File: config.mk
export PLATFORM = sky130hd
export DESIGN_NAME = mc_ctrl_hs
export DESIGN_NICKNAME = d
export VERILOG_FILES = /design/src/rtl/mc_ctrl_pkg.sv /design/src/rtl/mc_decode.sv /design/src/rtl/mc_ctrl_hs.sv
export SDC_FILE = /design/constraint.sdc
export NUM_CORES = 1
export LEC_CHECK = 0
export ABC_AREA = 1
export CAP_MARGIN = 20
export CELL_PAD_IN_SITES_DETAIL_PLACEMENT = 1
export CELL_PAD_IN_SITES_GLOBAL_PLACEMENT = 2
export CORE_MARGIN = 2
export CORE_UTILIZATION = 24
export CTS_CLUSTER_DIAMETER = 150
export DETAILED_ROUTE_END_ITERATION = 8
export GPL_ROUTABILITY_DRIVEN = 0
export PLACE_DENSITY_LB_ADDON = 0.08
export SLEW_MARGIN = 20
export SYNTH_ARGS = -nofsm -noshare
export SYNTH_HDL_FRONTEND = slang
export SYNTH_SLANG_ARGS = --single-unit
File: constraint.sdc
create_clock -name clk -period 3.5 [get_ports clk]
set_clock_uncertainty 0.1 [all_clocks]
set_input_delay 0.875 -clock clk [delete_from_list [all_inputs] [get_ports clk]]
set_output_delay 0.875 -clock clk [all_outputs]
set_load 0.005 [all_outputs]
File: src/rtl/mc_ctrl_pkg.sv
// Shared definitions for the multi-cycle MIPS control unit.
// States, opcodes, ALU codes, select values and the decode bundle.
package mc_ctrl_pkg;

    typedef enum logic [3:0] {
        ST_IF     = 4'd0,
        ST_ID     = 4'd1,
        ST_EXE_R  = 4'd2,
        ST_EXE_BR = 4'd3,
        ST_EXE_MA = 4'd4,
        ST_MEM    = 4'd5,
        ST_WB_R   = 4'd6,
        ST_WB_LD  = 4'd7,
        ST_TRAP   = 4'd8
    } state_e;

    localparam logic [5:0] OP_RTYPE = 6'b000000;
    localparam logic [5:0] OP_BGEZ  = 6'b000001;
    localparam logic [5:0] OP_J     = 6'b000010;
    localparam logic [5:0] OP_JAL   = 6'b000011;
    localparam logic [5:0] OP_BEQ   = 6'b000100;
    localparam logic [5:0] OP_BGTZ  = 6'b000111;
    localparam logic [5:0] OP_ADDI  = 6'b001000;
    localparam logic [5:0] OP_ADDIU = 6'b001001;
    localparam logic [5:0] OP_ORI   = 6'b001101;
    localparam logic [5:0] OP_LUI   = 6'b001111;
    localparam logic [5:0] OP_LW    = 6'b100011;
    localparam logic [5:0] OP_SW    = 6'b101011;

    localparam logic [5:0] FN_JR  = 6'b001000;
    localparam logic [5:0] FN_ADD = 6'b100000;
    localparam logic [5:0] FN_SUB = 6'b100010;
    localparam logic [5:0] FN_AND = 6'b100100;
    localparam logic [5:0] FN_OR  = 6'b100101;
    localparam logic [5:0] FN_XOR = 6'b100110;
    localparam logic [5:0] FN_SLT = 6'b101010;

    localparam logic [2:0] ALU_LUI = 3'd0;
    localparam logic [2:0] ALU_ADD = 3'd1;
    localparam logic [2:0] ALU_SUB = 3'd2;
    localparam logic [2:0] ALU_OR  = 3'd3;
    localparam logic [2:0] ALU_SGN = 3'd4;
    localparam logic [2:0] ALU_AND = 3'd5;
    localparam logic [2:0] ALU_SLT = 3'd6;
    localparam logic [2:0] ALU_XOR = 3'd7;

    localparam logic [2:0] NPC_SEQ  = 3'b000;
    localparam logic [2:0] NPC_JUMP = 3'b001;
    localparam logic [2:0] NPC_BR   = 3'b011;
    localparam logic [2:0] NPC_JR   = 3'b100;
    localparam logic [2:0] NPC_EXC  = 3'b101;

    localparam logic [2:0] WB_ALU = 3'b000;
    localparam logic [2:0] WB_DM  = 3'b001;
    localparam logic [2:0] WB_LUI = 3'b011;
    localparam logic [2:0] WB_PC  = 3'b100;

    localparam logic [1:0] CAUSE_NONE = 2'b00;
    localparam logic [1:0] CAUSE_ILL  = 2'b01;
    localparam logic [1:0] CAUSE_BUS  = 2'b10;

    typedef struct packed {
        logic is_add;
        logic is_sub;
        logic is_and;
        logic is_or;
        logic is_xor;
        logic is_slt;
        logic is_jr;
        logic is_addi;
        logic is_addiu;
        logic is_ori;
        logic is_lui;
        logic is_lw;
        logic is_sw;
        logic is_beq;
        logic is_bgez;
        logic is_bgtz;
        logic is_j;
        logic is_jal;
        logic illegal;
    } dec_t;

endpackage

File: src/rtl/mc_decode.sv
// Combinational op/funct decoder producing one-hot instruction flags.
// Anything outside the supported set raises the illegal flag.
module mc_decode
    import mc_ctrl_pkg::*;
(
    input  logic [5:0] i_op,
    input  logic [5:0] i_funct,
    output dec_t       o_dec
);

    // Map op (and funct for R-type) to exactly one flag
    always_comb begin
        o_dec = '0;
        if (i_op == OP_RTYPE) begin
            case (i_funct)
                FN_ADD:  o_dec.is_add = 1'b1;
                FN_SUB:  o_dec.is_sub = 1'b1;
                FN_AND:  o_dec.is_and = 1'b1;
                FN_OR:   o_dec.is_or  = 1'b1;
                FN_XOR:  o_dec.is_xor = 1'b1;
                FN_SLT:  o_dec.is_slt = 1'b1;
                FN_JR:   o_dec.is_jr  = 1'b1;
                default: o_dec.illegal = 1'b1;
            endcase
        end else begin
            case (i_op)
                OP_ADDI:  o_dec.is_addi  = 1'b1;
                OP_ADDIU: o_dec.is_addiu = 1'b1;
                OP_ORI:   o_dec.is_ori   = 1'b1;
                OP_LUI:   o_dec.is_lui   = 1'b1;
                OP_LW:    o_dec.is_lw    = 1'b1;
                OP_SW:    o_dec.is_sw    = 1'b1;
                OP_BEQ:   o_dec.is_beq   = 1'b1;
                OP_BGEZ:  o_dec.is_bgez  = 1'b1;
                OP_BGTZ:  o_dec.is_bgtz  = 1'b1;
                OP_J:     o_dec.is_j     = 1'b1;
                OP_JAL:   o_dec.is_jal   = 1'b1;
                default:  o_dec.illegal  = 1'b1;
            endcase
        end
    end

endmodule

File: src/rtl/mc_ctrl_hs.sv
// Multi-cycle MIPS control FSM with memory ready handshakes,
// bounded wait-state timeout and a trap state.
module mc_ctrl_hs
    import mc_ctrl_pkg::*;
#(
    parameter int ALUCTR_W = 5,
    parameter int MAX_WAIT = 15,
    parameter int WAIT_W   = 8
) (
    input  logic                clk,
    input  logic                rst,
    input  logic [5:0]          op,
    input  logic [5:0]          funct,
    input  logic                beqout,
    input  logic                bgezout,
    input  logic                imem_ready,
    input  logic                dmem_ready,
    output logic                imem_req,
    output logic                dmem_req,
    output logic                PCWE,
    output logic                IRWre,
    output logic                DMWrite,
    output logic                RegWrt,
    output logic [ALUCTR_W-1:0] ALUctr,
    output logic [2:0]          npc_sel,
    output logic [1:0]          ExtOp,
    output logic [1:0]          mux4_5sel,
    output logic [2:0]          mux4_32sel,
    output logic                mux2sel,
    output logic                trap,
    output logic [1:0]          trap_cause,
    output logic [3:0]          state_out
);

    state_e            r_state;
    logic [WAIT_W-1:0] r_wait;
    logic [1:0]        r_cause;

    state_e            w_next;
    logic [WAIT_W-1:0] w_wait_next;
    logic              w_cause_set;
    logic [1:0]        w_cause_val;
    logic              w_wait_hit;
    logic              w_waiting;
    logic              w_taken;
    logic [2:0]        w_alu;
    dec_t              w_dec;

    mc_decode u_dec (
        .i_op    (op),
        .i_funct (funct),
        .o_dec   (w_dec)
    );

    assign w_wait_hit = (r_wait == WAIT_W'(MAX_WAIT));
    assign w_taken    = (w_dec.is_beq  & beqout)
                      | (w_dec.is_bgez & bgezout)
                      | (w_dec.is_bgtz & bgezout & ~beqout);

    // State, wait counter and sticky trap cause registers
    always_ff @(posedge clk) begin
        if (!rst) begin
            r_state <= ST_IF;
            r_wait  <= '0;
            r_cause <= CAUSE_NONE;
        end else begin
            r_state <= w_next;
            r_wait  <= w_wait_next;
            if (w_cause_set) begin
                r_cause <= w_cause_val;
            end
        end
    end

    // Next state and all control outputs; reset cycle forces outputs low
    always_comb begin
        w_next      = r_state;
        w_cause_set = 1'b0;
        w_cause_val = CAUSE_NONE;
        imem_req    = 1'b0;
        dmem_req    = 1'b0;
        PCWE        = 1'b0;
        IRWre       = 1'b0;
        DMWrite     = 1'b0;
        RegWrt      = 1'b0;
        ALUctr      = '0;
        npc_sel     = NPC_SEQ;
        ExtOp       = 2'b00;
        mux4_5sel   = 2'b00;
        mux4_32sel  = WB_ALU;
        mux2sel     = 1'b0;
        trap        = 1'b0;
        w_alu       = ALU_LUI;

        unique case (1'b1)
            w_dec.is_add | w_dec.is_addi | w_dec.is_addiu
                | w_dec.is_lw | w_dec.is_sw:   w_alu = ALU_ADD;
            w_dec.is_sub | w_dec.is_beq:       w_alu = ALU_SUB;
            w_dec.is_or | w_dec.is_ori:        w_alu = ALU_OR;
            w_dec.is_bgez | w_dec.is_bgtz:     w_alu = ALU_SGN;
            w_dec.is_and:                      w_alu = ALU_AND;
            w_dec.is_slt:                      w_alu = ALU_SLT;
            w_dec.is_xor:                      w_alu = ALU_XOR;
            default:                           w_alu = ALU_LUI;
        endcase

        case (r_state)
            ST_IF: begin
                imem_req = 1'b1;
                if (imem_ready) begin
                    IRWre  = 1'b1;
                    PCWE   = 1'b1;
                    w_next = ST_ID;
                end else if (w_wait_hit) begin
                    w_next      = ST_TRAP;
                    w_cause_set = 1'b1;
                    w_cause_val = CAUSE_BUS;
                end
            end
            ST_ID: begin
                unique case (1'b1)
                    w_dec.illegal: begin
                        w_next      = ST_TRAP;
                        w_cause_set = 1'b1;
                        w_cause_val = CAUSE_ILL;
                    end
                    w_dec.is_j | w_dec.is_jal: begin
                        PCWE    = 1'b1;
                        npc_sel = NPC_JUMP;
                        w_next  = ST_IF;
                        if (w_dec.is_jal) begin
                            RegWrt     = 1'b1;
                            mux4_32sel = WB_PC;
                        end
                    end
                    w_dec.is_jr: begin
                        PCWE    = 1'b1;
                        npc_sel = NPC_JR;
                        w_next  = ST_IF;
                    end
                    w_dec.is_lw | w_dec.is_sw: w_next = ST_EXE_MA;
                    w_dec.is_beq | w_dec.is_bgez
                        | w_dec.is_bgtz:       w_next = ST_EXE_BR;
                    default:                   w_next = ST_EXE_R;
                endcase
            end
            ST_EXE_R:  w_next = ST_WB_R;
            ST_EXE_BR: begin
                if (w_taken) begin
                    PCWE    = 1'b1;
                    npc_sel = NPC_BR;
                end
                w_next = ST_IF;
            end
            ST_EXE_MA: w_next = ST_MEM;
            ST_MEM: begin
                dmem_req = 1'b1;
                DMWrite  = w_dec.is_sw;
                if (dmem_ready) begin
                    w_next = w_dec.is_lw ? ST_WB_LD : ST_IF;
                end else if (w_wait_hit) begin
                    w_next      = ST_TRAP;
                    w_cause_set = 1'b1;
                    w_cause_val = CAUSE_BUS;
                end
            end
            ST_WB_R: begin
                RegWrt     = 1'b1;
                mux4_32sel = w_dec.is_lui ? WB_LUI : WB_ALU;
                w_next     = ST_IF;
            end
            ST_WB_LD: begin
                RegWrt     = 1'b1;
                mux4_32sel = WB_DM;
                w_next     = ST_IF;
            end
            ST_TRAP: begin
                trap    = 1'b1;
                PCWE    = 1'b1;
                npc_sel = NPC_EXC;
                w_next  = ST_IF;
            end
            default: w_next = ST_IF;
        endcase

        if (r_state == ST_EXE_R  || r_state == ST_EXE_BR ||
            r_state == ST_EXE_MA || r_state == ST_MEM    ||
            r_state == ST_WB_R   || r_state == ST_WB_LD) begin
            ALUctr = ALUCTR_W'(w_alu);
        end

        if (r_state != ST_IF) begin
            ExtOp = w_dec.is_lui ? 2'b00 :
                    w_dec.is_ori ? 2'b01 : 2'b10;
            mux4_5sel = w_dec.is_jal ? 2'b11 :
                        (w_dec.is_addi | w_dec.is_addiu | w_dec.is_lui
                         | w_dec.is_lw | w_dec.is_ori) ? 2'b00 : 2'b01;
            mux2sel = w_dec.is_lw | w_dec.is_sw | w_dec.is_addi
                    | w_dec.is_addiu | w_dec.is_ori;
        end

        if (!rst) begin
            imem_req   = 1'b0;
            dmem_req   = 1'b0;
            PCWE       = 1'b0;
            IRWre      = 1'b0;
            DMWrite    = 1'b0;
            RegWrt     = 1'b0;
            ALUctr     = '0;
            npc_sel    = NPC_SEQ;
            ExtOp      = 2'b00;
            mux4_5sel  = 2'b00;
            mux4_32sel = WB_ALU;
            mux2sel    = 1'b0;
            trap       = 1'b0;
        end
    end

    // Counter runs only while a request waits in place; any move clears it
    always_comb begin
        w_waiting   = (r_state == ST_IF  && !imem_ready)
                   || (r_state == ST_MEM && !dmem_ready);
        w_wait_next = '0;
        if (w_waiting && w_next == r_state) begin
            w_wait_next = r_wait + WAIT_W'(1);
        end
    end

    assign trap_cause = r_cause;
    assign state_out  = r_state;

endmodule

# Word-level counts from Yosys, hierarchy flattened
# Cells that the tools add are included.
dict set report op_classes {
  bitwise_logic 25
  n_mux 80
  n_reduce_logical 19
  addsub 1
  eq_ne 28
}
# cell count
set op_table {}
lappend op_table {{$eq A6 B6 Y1 const B} 8}
lappend op_table {{$mux W1} 46}
lappend op_table {{$eq A6 B4 Y1 const B} 5}
lappend op_table {{$mux W2} 12}
lappend op_table {{$pmux W3 S7} 1}
lappend op_table {{$or A1 B1 Y1} 20}
lappend op_table {{$pmux W4 S5} 1}
lappend op_table {{$mux W3} 6}
lappend op_table {{$pmux W3 S3} 2}
lappend op_table {{$eq A4 B3 Y1 const B} 4}
lappend op_table {{$pmux W4 S4} 1}
lappend op_table {{$eq A6 B2 Y1 const B} 2}
lappend op_table {{$eq A6 B3 Y1 const B} 2}
lappend op_table {{$mux W4} 3}
lappend op_table {{$mux W11} 1}
lappend op_table {{$reduce_or A11 Y1} 1}
lappend op_table {{$add A8 B1 Y8 const B} 1}
lappend op_table {{$eq A4 B2 Y1 const B} 2}
lappend op_table {{$eq A8 B4 Y1 const B} 1}
lappend op_table {{$mux W7} 1}
lappend op_table {{$reduce_or A7 Y1} 1}
lappend op_table {{$eq A6 B1 Y1 const B} 1}
lappend op_table {{$logic_not A6 Y1} 1}
lappend op_table {{$logic_or A1 B1 Y1} 6}
lappend op_table {{other kinds (17)} 24}
dict set report word_totals {
  reg_bits 14
  output_inout_bits 29
  wordCells 156
}

# Depth between registers and ports, before layout
dict set report logic_depth {
  ltp_word 11
  ltp_mapped 12
  mapped_depth_nobuf 12
}

# By module
# Synthesis repeated with hierarchy kept, for this count alone.
dict set report hier_totals {
  hier_cells 255
  hier_area_um2 1515.2
}
# module cells_each area_per_inst_um2 n_inst seq_area_each_um2
set modules_own_cells {}
lappend modules_own_cells {mc_ctrl_hs 170 1117.3 1 280.3}
lappend modules_own_cells {mc_decode 85 397.9 1 0.0}

# Least setup slack after synthesis
# Ideal clock, no wire load.
dict set report synth_timing {
  kind {input -> output}
  startpoint {input port op[1]}
  endpoint {output port PCWE}
  required_ps 2525
  arrival_time_ps 1779
  setup_slack_ps 746
  cell_stages 7
  path_cell_list {nor2_1 nand3_1 nor3_2 nor2_1 nor2_1 nor2_1 a31oi_1}
}
dict set report synth_via {
  elab_chain_cells 9
  elab_cells_between_ends 25
}
# item line
set synth_lines {}
lappend synth_lines {{start, declared} mc_ctrl_hs.sv:12} ;# input logic [5:0] op,
lappend synth_lines {{$eq A6 B3 Y1 or $eq A6 B1 Y1 (tied branches)} mc_decode.sv:26} ;# case (i_op)
lappend synth_lines {{$mux W1} mc_decode.sv:26}
lappend synth_lines {{$mux W11} mc_decode.sv:14} ;# if (i_op == OP_RTYPE) begin
lappend synth_lines {{$and A1 B1 Y1, on equally long branches} {mc_ctrl_hs.sv:56, mc_ctrl_hs.sv:57, mc_ctrl_hs.sv:58}}
lappend synth_lines {{$or A1 B1 Y1 or $and A1 B1 Y1 (tied branches)} {mc_ctrl_hs.sv:57, mc_ctrl_hs.sv:58}}
lappend synth_lines {{$or A1 B1 Y1} mc_ctrl_hs.sv:58} ;# | (w_dec.is_bgtz & bgezout & ~beqout);
lappend synth_lines {{$mux W1} mc_ctrl_hs.sv:149} ;# if (w_taken) begin
lappend synth_lines {{$pmux W1 S4 *} mc_ctrl_hs.sv:107} ;# case (r_state)
lappend synth_lines {{$mux W1 *} mc_ctrl_hs.sv:202} ;# if (!rst) begin
lappend synth_lines {{end, declared} mc_ctrl_hs.sv:20} ;# output logic PCWE,
# Mark *: on every way between the ends. The rest lies on a longest branch, timed or not.

# Worst setup path after layout
dict set report layout_timing {
  startpoint {input port op[5]}
  endpoint {output port mux4_32sel[0]}
}
dict set report layout_via {
  elab_chain_cells 7
  elab_cells_between_ends 13
}
# item line
set layout_lines {}
lappend layout_lines {{$eq A6 B2 Y1} mc_decode.sv:26}
lappend layout_lines {{$mux W1} mc_decode.sv:26}
lappend layout_lines {{$mux W11 *} mc_decode.sv:14}
lappend layout_lines {{$or A1 B1 Y1} mc_ctrl_hs.sv:127} ;# w_dec.is_j | w_dec.is_jal: begin
lappend layout_lines {{$mux W3} mc_ctrl_hs.sv:121} ;# unique case (1'b1)
lappend layout_lines {{$pmux W3 S3 *} mc_ctrl_hs.sv:107}
lappend layout_lines {{$mux W3 *} mc_ctrl_hs.sv:202}
lappend layout_lines {{end, declared} mc_ctrl_hs.sv:28} ;# output logic [2:0] mux4_32sel,
# Marked as above.

==> results by stage <==
GRT:
- The maximum number of pins on one net before global-route repair is 13.
- The initial antenna violation count is 0.
- The first global-routing pass estimated 7.78 mm of wire.
- Global routing used 15.2% of the available tracks.
- The number of global-route vias before repair is 1740.
- The total congestion overflow is 0.

Floorplan:
- For this configuration, the core starts out at a cell density of 24.6%.
- 47 I/O pins were placed.
- The floorplan die height is 78.7 um.
- The number of rows created at floorplan is 27.
- The core box area is 5440 um^2.
- The horizontal die dimension is 78.7 um.
- The die area is 6200 um^2.

Logic synthesis:
- The synthesized netlist occupies a cell area of 1340 um^2.
- The synthesized-area fraction occupied by ao, oa, aoi and oai cells is 11.2%.
- The share of the yosys chip area belonging to registers is 20.9%.
- Yosys attributes the largest share of cell area to sky130_fd_sc_hd__dfxtp_1, sky130_fd_sc_hd__nand2_1, sky130_fd_sc_hd__nor2_1, sky130_fd_sc_hd__nand3_1, sky130_fd_sc_hd__inv_1.
- The largest area contributor in the netlist is sky130_fd_sc_hd__dfxtp_1.
- The number of flops mapped to enable cells by yosys is 0.
- The warning count from the yosys run is 0.
- After synthesis, the largest family of logic cells by area is simple AND/OR/NAND/NOR gates.
- In the synthesized netlist, mux cells make up 0% of the area.
- The simple-gate share of the synthesized area is 50.8%.
- Of the post-synthesis cell area, the dominant cell type holds 20.9%.
- The average cell area after synthesis is 5.98 um^2.
- In the synthesized netlist, the number of instances is 224.
- Synthesis inferred 14 register bits.
- The netlist uses 36 different library cells.
- The most frequent cell after synthesis is sky130_fd_sc_hd__nand2_1.
- The synthesized-area fraction occupied by xor and xnor cells is 3.92%.
- Sorting the synthesized cells by how often they occur yields sky130_fd_sc_hd__nand2_1, sky130_fd_sc_hd__nor2_1, sky130_fd_sc_hd__inv_1, sky130_fd_sc_hd__nand3_1, sky130_fd_sc_hd__nor2_2.
- The share of flip-flops with an asynchronous set or reset is 0%.
- The flip-flop cell with the highest count after synthesis is sky130_fd_sc_hd__dfxtp_1.
- The fraction of the mapped netlist area in adder cells is 0.934%.

Route:
- Once detail routing completed, the nets flagged for antenna violations numbered 0.
- Detailed routing inserted a total of 1736 vias.
- In the detailed route, the total length drawn on met3 is 107 um.
- The detailed router used layers up to and including met4.
- In the final routed layout, each cell accounts on average for 12.0 um.
- The total wire length after detailed routing is 4.66 mm.
- The detailed router put a total of 2.23 mm of wire on met1.
- Detailed routing placed a total of 2.27 mm of wire on met2.
- The detail-routed via count per cell is 4.49.
- For this run, the detailed router's first-pass iteration total came to 4.
- The detailed-route DRC error count is 0.
- The first routing iteration left 42 violations.

STA:
- Setup repair after global routing could not meet its margin everywhere.
- The worst path in the final design needs a cycle of 3.42 ns, including I/O delays and setup.
- The number of endpoints failing setup at the final stage is 0.
- The final critical path takes up 97.6% of the cycle.
- Hold timing on the final database bottoms out at a slack of 0.357 ns.
- Based on the critical path, the design can be clocked at up to 293 MHz.
- The number of max-slew violations in the final report came to 0.
- The number of endpoints with negative hold slack in the final report is 0.

Critical path:
- The type of element launching the critical path is a primary input.
- The number of cells on the critical path is 6.
- The register-to-register setup slack is 1.59 ns.
- The critical path starts at op[5].
- The nature of the critical path endpoint is a primary output.
- In this run the critical register-to-register path is captured at r_wait[7].
- Measured in cells, the most critical reg-to-reg path has a length of 8.
- For this design, the slowest cell found on the critical path is sky130_fd_sc_hd__clkdlybuf4s50_1.
- Walking the worst path, the cells encountered are dlygate4sd2_1, nor2_4, buf_6, nand3_1, a21oi_1, clkdlybuf4s50_1.
- The worst setup path is of the in -> out kind.
- The number of buffer and inverter instances along the worst setup path is 3.
- Data on the critical path arrives at its endpoint at 2.44 ns.
- Along the worst path, the maximum fanout reaches 6.
- The largest delay contributor family on the critical path is buffers and inverters.
- The largest stage delay on the critical path is 0.52 ns.
- The reg-to-reg critical path startpoint is r_wait[0].
- STA puts the critical path data required time at 2.52 ns.

Cells and area:
- For this run, the share of the core covered by cells in the final layout is 42.9%.
- The total number of nets in the final design is 336.
- The area growth from synthesis to final layout is 74.2%.
- The finished layout cell area is 2330 um^2.
- The number of antenna diodes is 0.
- The post-route non-filler standard cell count is 387.
- Fill cells in the final layout number 702.
- The post-route netlist has 31.7% of its cells at a drive strength greater than 1.

CTS:
- Counting the buffers created by CTS gives 3.
- The tree is rooted in a sky130_fd_sc_hd__clkbuf_8.
- For the worst-skew pair, the clock arrives at the later sink with an insertion delay of 0.24 ns.
- The longest clock path from root to sink contains 2 buffers.
- The sink count of the clock tree is 14.
- The TritonCTS clock tree is done.
- The deepest level of the CTS H-tree is 1.
- The clock transition time at the flip-flop clock pins of the worst setup and hold paths is 0.06 ns.

Power:
- After layout, the design draws a total of 0.478 mW.
- Combinational logic is responsible for 36.0% of the overall power.
- The worst IR drop on VDD is 0.000118 V.
- The switching part of the total power is 32.3%.
- In this run the power spent charging and discharging nets is 0.154 mW.
- The cell leakage power is 1.13 nW.
- Dividing total power by cell area gives a power density of 205 nW/um^2.
- The internal power consumption is 0.323 mW.
- Of the total power, registers draw 36.2%.
- The clock network accounts for 27.7% of the total power.

Min path:
- The worst hold path terminates at trap_cause[1].
- The worst hold path belongs to the class reg -> reg.
- Counting instances, the worst hold path has a depth of 2.
- The startpoint identified for the worst hold timing path is trap_cause[1].

Place:
- Once placement finished, the instance area stood at 2110 um^2.
- The placed cell count is 372.
- Input and output buffers added on the ports amount to 44.
- The detailed placer's ending HPWL is 3.78 mm.

Job:
- Across the run, the number of max-cap violations was 0.

Run status:
- The flow ran to the end, and the final reports show no timing, DRC or antenna violations.
[worst min-delay path, cell delays in order (launching register included)]
cell	delay, ns
sky130_fd_sc_hd__dfxtp_1	0.31
sky130_fd_sc_hd__nand2_1	0.06
sky130_fd_sc_hd__a21oi_1	0.05
[worst max-delay path by stage]
| stage | end | slack, ns |
|---|---|---|
| after CTS | ExtOp[0] | 0.001 |
| after detailed placement | PCWE | -0.40 |
| after global routing | mux4_32sel[1] | -0.01 |
| after global placement | PCWE | -0.37 |
| after floorplan | PCWE | 0.75 |
| final | mux4_32sel[0] | 0.08 |
[through the flow]
step / setup TNS (ns) / setup WS [ns]
6_report: 0 / 0.0848
4_1_cts: 0 / 0.00129
3_5_place_dp: -4.34 / -0.400
2_1_floorplan: 0 / 0.746
5_1_grt: -0.0264 / -0.0138
3_3_place_gp: -4.07 / -0.367
[cells by family after synthesis]
group / Yosys count
flops: 14
xor+xnor: 6
simple gates: 139
fa+ha+maj: 1
compound gates: 25
buf+inv: 38
other cells: 1
[state kept, by name, summed over array words and instances (netlist names)]
signal / flops
trap_cause: 2
state_out: 4
r_wait: 8
[per-layer routing]
layer	global-route usage, %	up-vias
li1	-	902
met5	0	-
met4	3.68	0
met3	0.682	4
met2	27.3	33
met1	20.0	797
[placed cells by master, fill, tap and decap left out, types with 2 or more instances in the layout]
| cell type | Yosys | layout |
|---|---|---|
| sky130_fd_sc_hd__inv_2 | 2 | 3 |
| sky130_fd_sc_hd__nand3_4 | 1 | 2 |
| sky130_fd_sc_hd__nor2_2 | 16 | 19 |
| sky130_fd_sc_hd__nand2_2 | 3 | 4 |
| sky130_fd_sc_hd__a21oi_1 | 9 | 8 |
| sky130_fd_sc_hd__nand3_1 | 25 | 21 |
| sky130_fd_sc_hd__nor3_2 | 1 | 2 |
| sky130_fd_sc_hd__nand4_1 | 4 | 4 |
| sky130_fd_sc_hd__clkbuf_2 | 0 | 2 |
| sky130_fd_sc_hd__a31oi_1 | 7 | 6 |
| sky130_fd_sc_hd__nand2_4 | 2 | 2 |
| sky130_fd_sc_hd__xnor2_1 | 2 | 2 |
| sky130_fd_sc_hd__nand3_2 | 1 | 4 |
| sky130_fd_sc_hd__dlymetal6s2s_1 | 0 | 6 |
| sky130_fd_sc_hd__nor2_4 | 1 | 4 |
| sky130_fd_sc_hd__clkbuf_8 | 0 | 3 |
| sky130_fd_sc_hd__o21ai_1 | 1 | 2 |
| sky130_fd_sc_hd__dfxtp_1 | 14 | 14 |
| sky130_fd_sc_hd__nand2_1 | 39 | 38 |
| sky130_fd_sc_hd__xor2_1 | 4 | 4 |
| sky130_fd_sc_hd__dlygate4sd2_1 | 0 | 10 |
| sky130_fd_sc_hd__conb_1 | 1 | 2 |
| sky130_fd_sc_hd__clkdlybuf4s50_1 | 0 | 24 |
| sky130_fd_sc_hd__nor3_1 | 7 | 6 |
| sky130_fd_sc_hd__nor2_1 | 35 | 29 |
| sky130_fd_sc_hd__o211ai_1 | 2 | 2 |
| sky130_fd_sc_hd__buf_4 | 2 | 47 |
| sky130_fd_sc_hd__inv_1 | 29 | 27 |
| sky130_fd_sc_hd__clkdlybuf4s15_1 | 0 | 2 |
[power by group through the flow]
stage | clock, mW | combinational [mW] | sequential (mW)
floorplan | 0 | 0.0830 | 0.172
global placement | 0 | 0.163 | 0.176
detailed placement | 0 | 0.164 | 0.176
CTS | 0.135 | 0.171 | 0.173
global route | 0.144 | 0.191 | 0.174
finish | 0.133 | 0.172 | 0.173
[area by class of cell]
class                      count  area [um^2]  area share, %
timing repair buffer          93          808           34.6
tap                           72         90.1           3.86
inverter                      32          124           5.31
multi-input combinational    173          991           42.4
clock buffer                   3         41.3           1.77
sequential                    14          280           12.0
[what timing repair did]
| action | CTS | global route |
|---|---|---|
| cloned | 0 | 0 |
| resized for setup | 38 | 13 |
| buffers inserted | 7 | 5 |
| setup endpoints to repair | 16 | 12 |
| pin swaps | 10 | 4 |
| hold buffers | 0 | 0 |
Power figures use the tool's default switching activity.
